**config.mk**
```make
export PLATFORM = sky130hd
export DESIGN_NAME = if_stage_flat
export DESIGN_NICKNAME = d
export VERILOG_FILES = /design/src/rtl/if_stage_pkg.sv /design/src/rtl/if_stage_if.sv /design/src/rtl/if_stage_if_id_reg.sv /design/src/rtl/if_stage.sv /design/src/flat_wrapper.sv
export SDC_FILE = /design/constraint.sdc
export NUM_CORES = 1
export LEC_CHECK = 0
export CAP_MARGIN = 20
export CORE_UTILIZATION = 25
export CTS_CLUSTER_DIAMETER = 80
export DETAILED_ROUTE_END_ITERATION = 10
export DONT_BUFFER_PORTS = 1
export HOLD_SLACK_MARGIN = 0.06
export RECOVER_POWER = 25
export SYNTH_ARGS = -nofsm -noshare
export SYNTH_HDL_FRONTEND = slang
export SYNTH_SLANG_ARGS = --single-unit
```
**constraint.sdc**
```tcl
create_clock -name clk -period 4.1 [get_ports clk]
set_input_delay 0.205 -clock clk [delete_from_list [all_inputs] [get_ports clk]]
set_output_delay 0.205 -clock clk [all_outputs]
set_load 0.01 [all_outputs]
```
**src/rtl/if_stage_pkg.sv**
```systemverilog
// if_stage_pkg: shared types and constants for the instruction-fetch stage.
package if_stage_pkg;
    typedef enum logic [1:0] {ISSUE, WAIT, HOLD} fetch_state_t;
    localparam logic [31:0] NOP = 32'h0000_0000;
    typedef struct packed {
        logic        valid;
        logic [31:0] instr;
        logic [31:0] pc;
    } if_id_t;
endpackage

```
**src/rtl/if_stage_if.sv**
```systemverilog
// if_stage_if: instruction-memory request/response bus between fetch stage and memory.
interface if_stage_if;
    logic        req_valid;
    logic        req_ready;
    logic [31:0] req_addr;
    logic        resp_valid;
    logic [31:0] resp_data;
    modport master (output req_valid, req_addr, input req_ready, resp_valid, resp_data);
    modport slave  (input req_valid, req_addr, output req_ready, resp_valid, resp_data);
endinterface

```
**src/rtl/if_stage_if_id_reg.sv**
```systemverilog
// if_id_reg: IF/ID pipeline register; flush clears, load captures, stall holds, otherwise bubble.
module if_id_reg
    import if_stage_pkg::*;
#(
    parameter logic [31:0] RESET_PC  = 32'h0,
    parameter logic [31:0] NOP_INSTR = NOP
) (
    input  logic        clk,
    input  logic        rst,
    input  logic        i_load,
    input  logic        i_stall,
    input  logic        i_flush,
    input  logic [31:0] i_instr,
    input  logic [31:0] i_pc,
    output if_id_t      o_q
);
    if_id_t r_q;
    always_ff @(posedge clk or posedge rst)
        if (rst) r_q <= '{valid: 1'b0, instr: NOP_INSTR, pc: RESET_PC};
        else if (i_flush) begin
            r_q.valid <= 1'b0;
            r_q.instr <= NOP_INSTR;
        end
        else if (i_load) r_q <= '{valid: 1'b1, instr: i_instr, pc: i_pc};
        else if (!i_stall) r_q.valid <= 1'b0;
    assign o_q = r_q;
endmodule

```
**src/rtl/if_stage.sv**
```systemverilog
// if_stage: fetch stage holding the PC, one outstanding imem request, and the IF/ID register.
module if_stage
    import if_stage_pkg::*;
#(
    parameter logic [31:0] RESET_PC  = 32'h0,
    parameter logic [31:0] NOP_INSTR = NOP
) (
    input  logic        clk,
    input  logic        rst,
    input  logic [31:0] next_pc,
    input  logic        stall,
    input  logic        flush,
    output logic [31:0] pc,
    if_stage_if.master  imem,
    output logic        if_id_valid,
    output logic [31:0] if_id_instr,
    output logic [31:0] if_id_pc
);
    fetch_state_t r_state, w_state_n;
    logic [31:0]  r_pc, w_pc_n, r_hold, w_hold_n, w_instr;
    logic         r_kill, w_kill_n, w_load, w_hs;
    if_id_t       w_if_id;
    assign imem.req_valid = (r_state == ISSUE) && !rst;
    assign imem.req_addr  = r_pc;
    assign w_hs           = imem.req_valid && imem.req_ready;
    always_ff @(posedge clk or posedge rst)
        if (rst) begin
            r_state <= ISSUE;
            r_pc    <= RESET_PC;
            r_kill  <= 1'b0;
            r_hold  <= NOP_INSTR;
        end else begin
            r_state <= w_state_n;
            r_pc    <= w_pc_n;
            r_kill  <= w_kill_n;
            r_hold  <= w_hold_n;
        end
    // Flush reloads pc from every state; per-state logic only decides the fetch side-effects.
    always_comb begin
        w_state_n = r_state;
        w_pc_n    = flush ? next_pc : r_pc;
        w_kill_n  = r_kill;
        w_hold_n  = flush ? NOP_INSTR : r_hold;
        w_load    = 1'b0;
        w_instr   = r_hold;
        case (r_state)
            ISSUE: if (w_hs) begin
                w_state_n = WAIT;
                w_kill_n  = flush;
            end
            WAIT: if (imem.resp_valid) begin
                w_state_n = ISSUE;
                w_kill_n  = 1'b0;
                if (!r_kill && !flush) begin
                    if (stall) begin
                        w_state_n = HOLD;
                        w_hold_n  = imem.resp_data;
                    end else begin
                        w_load  = 1'b1;
                        w_instr = imem.resp_data;
                        w_pc_n  = next_pc;
                    end
                end
            end else if (flush) w_kill_n = 1'b1;
            HOLD: if (flush) w_state_n = ISSUE;
                else if (!stall) begin
                    w_state_n = ISSUE;
                    w_load    = 1'b1;
                    w_pc_n    = next_pc;
                end
            default: w_state_n = ISSUE;
        endcase
    end
    if_id_reg #(.RESET_PC(RESET_PC), .NOP_INSTR(NOP_INSTR)) u_if_id (
        .clk     (clk),
        .rst     (rst),
        .i_load  (w_load),
        .i_stall (stall),
        .i_flush (flush),
        .i_instr (w_instr),
        .i_pc    (r_pc),
        .o_q     (w_if_id)
    );
    assign pc          = r_pc;
    assign if_id_valid = w_if_id.valid;
    assign if_id_instr = w_if_id.instr;
    assign if_id_pc    = w_if_id.pc;
    a_resp_in_wait: assert property (@(posedge clk) disable iff (rst) imem.resp_valid |-> r_state == WAIT);
endmodule

```
**src/flat_wrapper.sv**
```systemverilog
// flat-port wrapper written by rule: the top's interface ports become plain ports
module if_stage_flat import if_stage_pkg::*;
#(
    parameter logic [31:0] RESET_PC  = 32'h0,
    parameter logic [31:0] NOP_INSTR = NOP
)
  (clk, rst, next_pc, stall, flush, pc, if_id_valid, if_id_instr, if_id_pc, imem_req_valid, imem_req_addr, imem_req_ready, imem_resp_valid, imem_resp_data);
  if_stage_if imem_i ();
  input  logic clk;
  input  logic rst;
  input  logic [31:0] next_pc;
  input  logic stall;
  input  logic flush;
  output logic [31:0] pc;
  output logic if_id_valid;
  output logic [31:0] if_id_instr;
  output logic [31:0] if_id_pc;
  output wire logic [$bits(imem_i.req_valid)-1:0] imem_req_valid;
  output wire logic [$bits(imem_i.req_addr)-1:0] imem_req_addr;
  input wire logic [$bits(imem_i.req_ready)-1:0] imem_req_ready;
  input wire logic [$bits(imem_i.resp_valid)-1:0] imem_resp_valid;
  input wire logic [$bits(imem_i.resp_data)-1:0] imem_resp_data;
  assign imem_req_valid = imem_i.req_valid;
  assign imem_req_addr = imem_i.req_addr;
  assign imem_i.req_ready = imem_req_ready;
  assign imem_i.resp_valid = imem_resp_valid;
  assign imem_i.resp_data = imem_resp_data;
  if_stage #(.RESET_PC(RESET_PC), .NOP_INSTR(NOP_INSTR)) u_core (.clk(clk), .rst(rst), .next_pc(next_pc), .stall(stall), .flush(flush), .pc(pc), .imem(imem_i), .if_id_valid(if_id_valid), .if_id_instr(if_id_instr), .if_id_pc(if_id_pc));
endmodule
```
==> results.sh, run 1 <==
export IMPL_drive_gt1_frac=0.165
export IMPL_die_w_um=153
export IMPL_crit_path_max_incr_delay_ns=0.77
export IMPL_rsz0062_at_grt="false"
export IMPL_cp_data_required_time_ns=4.38
export IMPL_fillers=2208
export IMPL_synth_cell_types=36
export IMPL_place_congestion=0.696
export IMPL_slew_limit_headroom=0.377
export IMPL_grt_pass1_wl_um=23400
export IMPL_syn_area_per_cell_um2=12.2
export IMPL_worst_setup_path_start_kind="register"
export IMPL_grt_usage=0.128
export IMPL_path_cells="inv_1 -> ha_1 -> and3b_4 -> and2_1 -> buf_16 -> o21ai_0"
export IMPL_wl_per_cell_um=19.2
export IMPL_coreArea_um2=22200
export IMPL_viasPerCell=5.14
export IMPL_yosys_area_top_type="dfrtp_1"
export IMPL_hold_violations=0
export IMPL_grt_pass1_vias=4219
export IMPL_cts_buffers=17
export IMPL_die_h_um=153
export IMPL_fmax_ghz=0.372
export IMPL_end_kind="register"
export IMPL_drt_iter0_drc=225
export IMPL_syn_to_final_growth_pct=23.0
export IMPL_diodes=0
export IMPL_yosys_warnings=0
export IMPL_final_antenna_net_count=0
export IMPL_htree_levels=4
export IMPL_dieArea_um2=23500
export IMPL_worst_ir_drop_vdd_mv=0.225
export IMPL_cts_num_sinks=132
export IMPL_clkTransAtPathRegs_ns=0.06
export IMPL_post_route_util=0.318
export IMPL_syn_inst=468
export IMPL_cts_root_buf="clkbuf_16"
export IMPL_synth_seq_area_share=0.577
export IMPL_crit_fanout=68
export IMPL_synth_top_area_frac=0.577
export IMPL_antenna_found_initial=0
export IMPL_dp_hpwl_um=8960
export IMPL_tightest_slew_ns=0.932
export IMPL_status="finished clean"
export IMPL_critPathBufInv=2
export IMPL_hold_ws_ns=0.0852
export IMPL_critPathTopFamily="simple AND/OR/NAND/NOR gates"
export IMPL_p_leak_nw=3.21
export IMPL_async_flop_share=1.00
export IMPL_port_buffers=0
export IMPL_drtPass1Iterations=4
export IMPL_powerDensity_nw_per_um2=664
export IMPL_synth_edff_count=0
export IMPL_final_cells=782
export IMPL_worstHoldPathType="in2reg"
export IMPL_synth_area_top_cells="dfrtp_1 58%, mux2_2 6.5%, a221o_1 5.6%, a32o_1 5.6%, buf_4 4.5%"
export IMPL_rows=54
export IMPL_placed_cells=682
export IMPL_cts_tree="built"
export IMPL_fin_crit_sh=0.655
export IMPL_path_class="reg2reg"
export IMPL_synth_ff_type="dfrtp_1"
export IMPL_start_util=0.258
export IMPL_grt_start_max_net_pins=94
export IMPL_fin_setup_tns_ns=0
export IMPL_drv_slew=0
export IMPL_ys_ff_latch=132
export IMPL_period_minus_slack_ns=2.69
export IMPL_crit_slowest_cell="and3b_4"
export IMPL_vias=4019
export IMPL_clk_latency_ns=0.40
export IMPL_layout_nets=563
export IMPL_netlist_area_um2=5720
export IMPL_skew_ns=0.00769
export IMPL_ios=200
export IMPL_arrival_ns=2.97
export IMPL_route_detailed_drc=0
export IMPL_finalSetupViolCount=0
export IMPL_cts_buffer_depth=2
export IMPL_wl_um=15000
export IMPL_grt_overflow_total=0
export IMPL_maxCapViolations=0
export IMPL_syn_nets=542
cells in the final DEF (no fill, tap or decap), drive strengths merged, types with 2 or more instances in the layout:
master | Yosys | routed
dfrtp | 132 | 132
nand3 | 32 | 32
nor3b | 2 | 2
bufinv | 0 | 3
ha | 4 | 4
clkbuf | 12 | 19
dlygate4sd3 | 0 | 66
nand2b | 2 | 2
nand2 | 35 | 35
a21oi | 2 | 2
and3 | 32 | 32
inv | 6 | 8
clkinv | 0 | 7
mux2 | 33 | 33
nor2b | 4 | 4
o21ai | 35 | 35
a221o | 32 | 32
a32o | 32 | 32
buf | 60 | 8
cells by family after synthesis:
kind of cell               synth area share
buffers and inverters                0.0868
and+or+nand+nor                       0.107
adders and majority gates           0.00875
DFF                                   0.577
AOI/OAI and AO/OA                     0.156
muxes                                0.0650
sequential cells by signal, summed over array words and instances, names as in the netlist:
signal / flops
u_core.imem.req_addr: 32
u_core.r_hold: 32
u_core.r_kill: 1
u_core.r_state: 2
u_core.u_if_id.o_q: 65
worst paths after layout:
kind                                    start                endpoint  slack, ns  depth (start not counted)
setup / recovery            u_core.r_state[1]       u_core.r_hold[17]       1.41                          6
max in group asynchronous                 rst  u_core.u_if_id.o_q[14]       2.58                          3
setup reg to reg            u_core.r_state[1]       u_core.r_hold[17]       1.41                          6
hold reg to reg             u_core.r_hold[22]  u_core.u_if_id.o_q[54]       0.51                          1
hold / removal             imem_resp_data[12]  u_core.u_if_id.o_q[44]       0.09                          2
min in group asynchronous                 rst           u_core.r_kill       0.49                          2
synth_stat cells (2+ instances only):
cell type  number
a21oi_1         2
clkbuf_2        2
buf_4          34
mux2_2         33
buf_6           7
inv_1           6
and3_1         32
nand2_1        35
ha_1            4
dfrtp_1       132
a32o_1         32
nand3_1        32
buf_2          17
clkbuf_1       10
nor2b_1         4
a221o_1        32
buf_1           2
nand2b_1        2
o21ai_0        33
power breakdown:
part	leakage [nW]	internal, mW	total (mW)	switching [mW]
registers	1.79	1.63	2.18	0.547
clock network	0.306	1.00	1.61	0.606
logic	1.11	0.400	0.888	0.489
cell type report:
class	count	area [um^2]	area share
Multi-Input combinational cell	258	1950	0.278
Clock inverter	13	175	0.0249
Tap cell	280	350	0.0498
Sequential cell	132	3300	0.469
Inverter	6	27.5	0.00391
Timing Repair Buffer	74	773	0.110
Clock buffer	19	453	0.0644
what timing repair did:
action / CTS / global route
gates resized for setup: 0 / 0
hold buffers: 66 / 0
hold endpoints to repair: 187 / 0
buffers inserted: 0 / 0
per-layer routing:
metal / share of wire / vias to the layer above / track usage
met3: 0.072 / 18 / 0.0431
met1: 0.39 / 2050 / 0.137
li1: - / 1754 / -
met2: 0.52 / 197 / 0.233
met4: 0.018 / 0 / 0.0476
met5: 0 / - / 0
metrics by stage:
stage,setup slack [ns],cell area (um^2),power [mW]
3_5_place_dp,1.38,5710,3.02
4_1_cts,1.36,7000,4.70
3_3_place_gp,1.12,5670,2.93
6_report,1.41,7040,4.67
2_1_floorplan,0.369,5720,2.92
5_1_grt,1.21,7040,4.89
Power figures use the tool's default switching activity.
==> run 2, diff against run 1 <==
clock period = 2.2 ns   (was 4.1 ns; I/O delays follow)
==> results.sh, run 2 (synthesis gave the netlist of run 1 again) <==
export IMPL_worst_setup_path_start_kind="register"
export IMPL_crit_fanout=12
export IMPL_p_seq_frac=0.465
export IMPL_dieArea_um2=23500
export IMPL_fin_setup_tns_ns=0
export IMPL_start_util=0.258
export IMPL_p_switching_mw=3.09
export IMPL_cts_buffers=17
export IMPL_port_buffers=0
export IMPL_cts_root_buf="clkbuf_16"
export IMPL_path_cells="inv_1 -> ha_1 -> buf_4 -> nor2b_1 -> nor4bb_4 -> buf_4 -> a221o_1"
export IMPL_clk_latency_ns=0.41
export IMPL_fillers=2188
export IMPL_htree_levels=4
export IMPL_hold_ws_ns=0.141
export IMPL_place_congestion=0.752
export IMPL_grt_pass1_vias=4302
export IMPL_violations="max-capacitance violations, max-slew violations"
export IMPL_die_w_um=153
export IMPL_rsz0062_at_grt="false"
export IMPL_wl_per_cell_um=19.0
export IMPL_viasPerCell=5.13
export IMPL_dp_hpwl_um=9130
export IMPL_syn_to_final_growth_pct=24.3
export IMPL_drv_slew=133
export IMPL_drtPass1Iterations=5
export IMPL_maxCapViolations=1
export IMPL_end_kind="register"
export IMPL_die_h_um=153
export IMPL_arrival_ns=2.44
export IMPL_vias=4071
export IMPL_worst_ir_drop_vdd_mv=0.383
export IMPL_powerDensity_nw_per_um2=1220
export IMPL_cts_num_sinks=132
export IMPL_crit_path_max_incr_delay_ns=0.44
export IMPL_route_detailed_drc=0
export IMPL_fmax_ghz=0.479
export IMPL_switching_share=0.357
export IMPL_drive_gt1_frac=0.179
export IMPL_cts_tree="built"
export IMPL_coreArea_um2=22200
export IMPL_fin_total_pwr_mw=8.65
export IMPL_grt_pass1_wl_um=23800
export IMPL_drt_iter0_drc=395
export IMPL_status="finished, violations left"
export IMPL_final_antenna_net_count=0
export IMPL_layout_nets=575
export IMPL_diodes=0
export IMPL_grt_overflow_total=0
export IMPL_fin_crit_sh=0.949
export IMPL_wl_um=15100
export IMPL_skew_ns=0.00987
export IMPL_cp_common_cell="buf_4"
export IMPL_worstHoldPathType="in2reg"
export IMPL_hold_violations=0
export IMPL_tightest_slew_ns=1.66
export IMPL_regArea_um2=3300
export IMPL_p_leak_nw=3.25
export IMPL_period_minus_slack_ns=2.09
export IMPL_antenna_found_initial=0
export IMPL_cp_data_required_time_ns=2.55
export IMPL_final_cells=794
export IMPL_mostFrequentLayoutCell="dfrtp_1"
export IMPL_final_cell_area_um2=7110
export IMPL_crit_slowest_cell="nor4bb_4"
export IMPL_finalSetupViolCount=0
export IMPL_critPathTopFamily="simple AND/OR/NAND/NOR gates"
export IMPL_pwr_share_comb=0.203
export IMPL_path_class="reg2reg"
export IMPL_multiInputGateArea_um2=1960
export IMPL_clkTransAtPathRegs_ns=0.07
export IMPL_placed_cells=693
export IMPL_slew_limit_headroom=-0.107
export IMPL_power_clock_fraction=0.333
export IMPL_cts_buffer_depth=2
export IMPL_ios=200
export IMPL_largest_register_ffs=65
export IMPL_grt_start_max_net_pins=133
export IMPL_placed_area_um2=5830
export IMPL_critPathBufInv=3
export IMPL_power_internal_mw=5.56
export IMPL_mostFrequentLayoutCells="132 x dfrtp_1, 68 x dlygate4sd3_1, 35 x nand2_1"
export IMPL_grt_usage=0.131
export IMPL_rows=54
run 2: what timing repair did:
action | in CTS | in global routing
hold buffers | 68 | 0
buffers inserted | 1 | 0
resized for setup | 1 | 0
hold endpoints to repair | 231 | 0
endpoints found under the setup margin | 34 | 0
run 2: final timing paths:
check                                   from                       end  slack (ns)  cells after the start
max                        u_core.r_state[1]    u_core.u_if_id.o_q[54]        0.11                      7
min                           imem_req_ready             u_core.r_kill        0.14                      3
max reg2reg                u_core.r_state[1]    u_core.u_if_id.o_q[54]        0.11                      7
min reg2reg                u_core.r_hold[23]    u_core.u_if_id.o_q[55]        0.51                      1
max in group asynchronous                rst    u_core.u_if_id.o_q[37]        0.38                      3
min in group asynchronous                rst  u_core.imem.req_addr[27]        0.81                      3
run 2: layout make-up:
| type | instances | share of cell area |
|---|---|---|
| multi-input cells | 258 | 0.276 |
| clock inverters | 14 | 0.0231 |
| inverters | 6 | 0.00370 |
| repair buffers | 86 | 0.123 |
| flip-flops and latches | 132 | 0.465 |
| clock buffers | 18 | 0.0604 |
| well taps | 280 | 0.0493 |
run 2: worst min-delay path, delay by kind of cell:
kind | cells | cell delay, ns
AND/OR/NAND/NOR | 1 | 0.13
AO/OA/AOI/OAI | 2 | 0.26
run 2: power by group through the flow:
stage               combinational (mW)  clock, mW  sequential (mW)
finish                            1.76       2.88             4.02
global route                      1.93       3.08             4.10
CTS                               1.77       2.96             4.02
detailed placement                1.65          0             4.06
global placement                  1.49          0             4.05
floorplan                         1.72          0             3.72
run 2: routing by layer:
layer	wire, um	GRT usage	vias up
met4	225	0.0539	0
li1	-	-	1778
met2	7640	0.225	204
met5	0	0	-
met1	5970	0.148	2070
met3	1260	0.0462	19
run 2: stage by stage:
| step | utilization | setup slack (ns) |
|---|---|---|
| floorplan | - | 0.453 |
| global placement | 0.262 | -0.244 |
| detailed placement | 0.263 | -0.0224 |
| CTS | 0.321 | 0.131 |
| global route | 0.321 | 0.00804 |
| finish | 0.321 | 0.112 |
==> run 3, diff against run 2 <==
CORE_UTILIZATION = 48   (was 25)
GPL_TIMING_DRIVEN = 0   (was default)
PLACE_DENSITY = 0.65   (was default)
==> results.sh, run 3 (synthesis gave the netlist of run 1 again) <==
export IMPL_worst_setup_path_start_kind="register"
export IMPL_ios=200
export IMPL_worst_ir_drop_vdd_mv=0.508
export IMPL_setup_slack_ns=0.187
export IMPL_grt_usage=0.246
export IMPL_p_leak_nw=3.44
export IMPL_drt_iter0_drc=323
export IMPL_critPathTopFamily="simple AND/OR/NAND/NOR gates"
export IMPL_wl_per_cell_um=20.7
export IMPL_clk_latency_ns=0.41
export IMPL_violations="design-rule violations"
export IMPL_htree_levels=4
export IMPL_drtPass1Iterations=8
export IMPL_slew_limit_headroom=0.285
export IMPL_place_ws_ns=0.190
export IMPL_powerDensity_nw_per_um2=1230
export IMPL_cts_resized=0
export IMPL_placed_area_um2=5960
export IMPL_cts_root_buf="clkbuf_16"
export IMPL_vias=4258
export IMPL_route_detailed_drc=36
export IMPL_finalSetupViolCount=0
export IMPL_path_cells="inv_1 -> ha_1 -> nor3b_4 -> o21ai_2 -> buf_6 -> mux2_2"
export IMPL_drive_gt1_frac=0.226
export IMPL_viasPerCell=6.00
export IMPL_maxCapViolations=0
export IMPL_worstHoldPathType="in2reg"
export IMPL_grt_pass1_vias=4358
export IMPL_rows=39
export IMPL_critPathBufInv=2
export IMPL_clkTransAtPathRegs_ns=0.05
export IMPL_cts_hold_buffers=66
export IMPL_final_cell_area_um2=7170
export IMPL_arrival_ns=2.31
export IMPL_cts_num_sinks=132
export IMPL_timing_rr_end="u_core.u_if_id.o_q[24]"
export IMPL_hold_violations=0
export IMPL_dieArea_um2=12400
export IMPL_antenna_found_initial=0
export IMPL_r2r_cells=6
export IMPL_die_w_um=111
export IMPL_mostFrequentLayoutCell="dfrtp_1"
export IMPL_end_kind="register"
export IMPL_coreArea_um2=11500
export IMPL_die_h_um=111
export IMPL_wl_um=14700
export IMPL_grt_pass1_wl_um=23300
export IMPL_endpoint="u_core.u_if_id.o_q[24]"
export IMPL_start_util=0.497
export IMPL_drv_slew=0
export IMPL_grt_start_max_net_pins=45
export IMPL_post_route_util=0.623
export IMPL_layout_nets=630
export IMPL_final_antenna_net_count=0
export IMPL_cp_data_required_time_ns=2.49
export IMPL_diodes=0
export IMPL_rrSetupSlack_ns=0.19
export IMPL_rsz0062_at_grt="false"
export IMPL_skew_ns=0.00563
export IMPL_cts_buffer_depth=2
export IMPL_grt_overflow_total=0
export IMPL_place_congestion=0.769
export IMPL_tightest_slew_ns=1.07
export IMPL_syn_to_final_growth_pct=25.4
export IMPL_largest_register_ffs=65
export IMPL_cts_tree="built"
export IMPL_fin_crit_sh=0.915
export IMPL_fin_setup_tns_ns=0
export IMPL_path_class="reg2reg"
export IMPL_critical_path_startpoint="u_core.r_state[0]"
export IMPL_cts_setup_buffers=0
export IMPL_fmax_ghz=0.497
export IMPL_period_minus_slack_ns=2.01
export IMPL_status="finished, violations left"
export IMPL_crit_cells=6
export IMPL_r2r_start="u_core.r_state[0]"
export IMPL_dp_hpwl_um=9370
export IMPL_crit_fanout=10
export IMPL_mostFrequentLayoutCells="132 x dfrtp_1, 66 x dlygate4sd3_1, 35 x nand2_1"
export IMPL_crit_path_max_incr_delay_ns=0.38
export IMPL_cts_buffers=17
export IMPL_port_buffers=0
export IMPL_crit_slowest_cell="nor3b_4"
[run 3: changes by cell type in the layout (fill, tap and decap cells not counted), sizes merged]
| cell | change |
|---|---|
| buf | +43 |
| inv | -8 |
| dlygate4sd3 | -2 |
| clkinv | -1 |
| clkbuf | +22 |
| clkinvlp | -1 |
[run 3: stage by stage]
step	std cells	hold slack, ns	power, mW
after global placement	611	0.244	5.94
final	710	0.0991	8.85
after CTS	710	0.0789	8.90
after floorplan	468	0.243	5.45
after global routing	710	0.116	9.27
after detailed placement	614	-0.0546	6.02
[run 3: how the worst min path moves through the flow]
stage	start	to	slack, ns	cells after the start
final	flush	u_core.r_hold[0]	0.1	4
after global routing	flush	u_core.r_hold[1]	0.12	4
after CTS	flush	u_core.r_hold[31]	0.08	4
after detailed placement	rst	u_core.u_if_id.o_q[22]	-0.05	1
after global placement	next_pc[24]	u_core.imem.req_addr[24]	0.24	1
after floorplan	next_pc[0]	u_core.imem.req_addr[0]	0.24	1
[run 3: area by class of cell]
cell class,count,area [um^2]
Tap cell,143,179
Buffer,72,474
Clock inverter,4,70.1
Sequential cell,132,3300
Inverter,6,23.8
Timing Repair Buffer,69,691
Fill cell,909,4350
Multi-Input combinational cell,258,1920
Clock buffer,26,509
[run 3: metal layers]
layer	part of all wire	vias up	GRT usage
met3	0.076	17	0.0689
met4	0.018	0	0.114
li1	-	1884	-
met5	0	-	0
met1	0.40	2159	0.306
met2	0.50	198	0.397
[run 3: power breakdown]
group | internal (mW) | switching (mW) | leakage (nW)
registers | 3.04 | 0.839 | 1.79
logic | 1.09 | 1.13 | 1.37
clock network | 1.80 | 0.955 | 0.286
total | 5.93 | 2.92 | 3.44
[run 3: worst reg2reg max path: stages (launching register included)]
cell     delay (ns)
dfrtp_1        0.37
inv_1          0.08
ha_1           0.35
nor3b_4        0.38
o21ai_2        0.23
buf_6          0.21
mux2_2         0.28
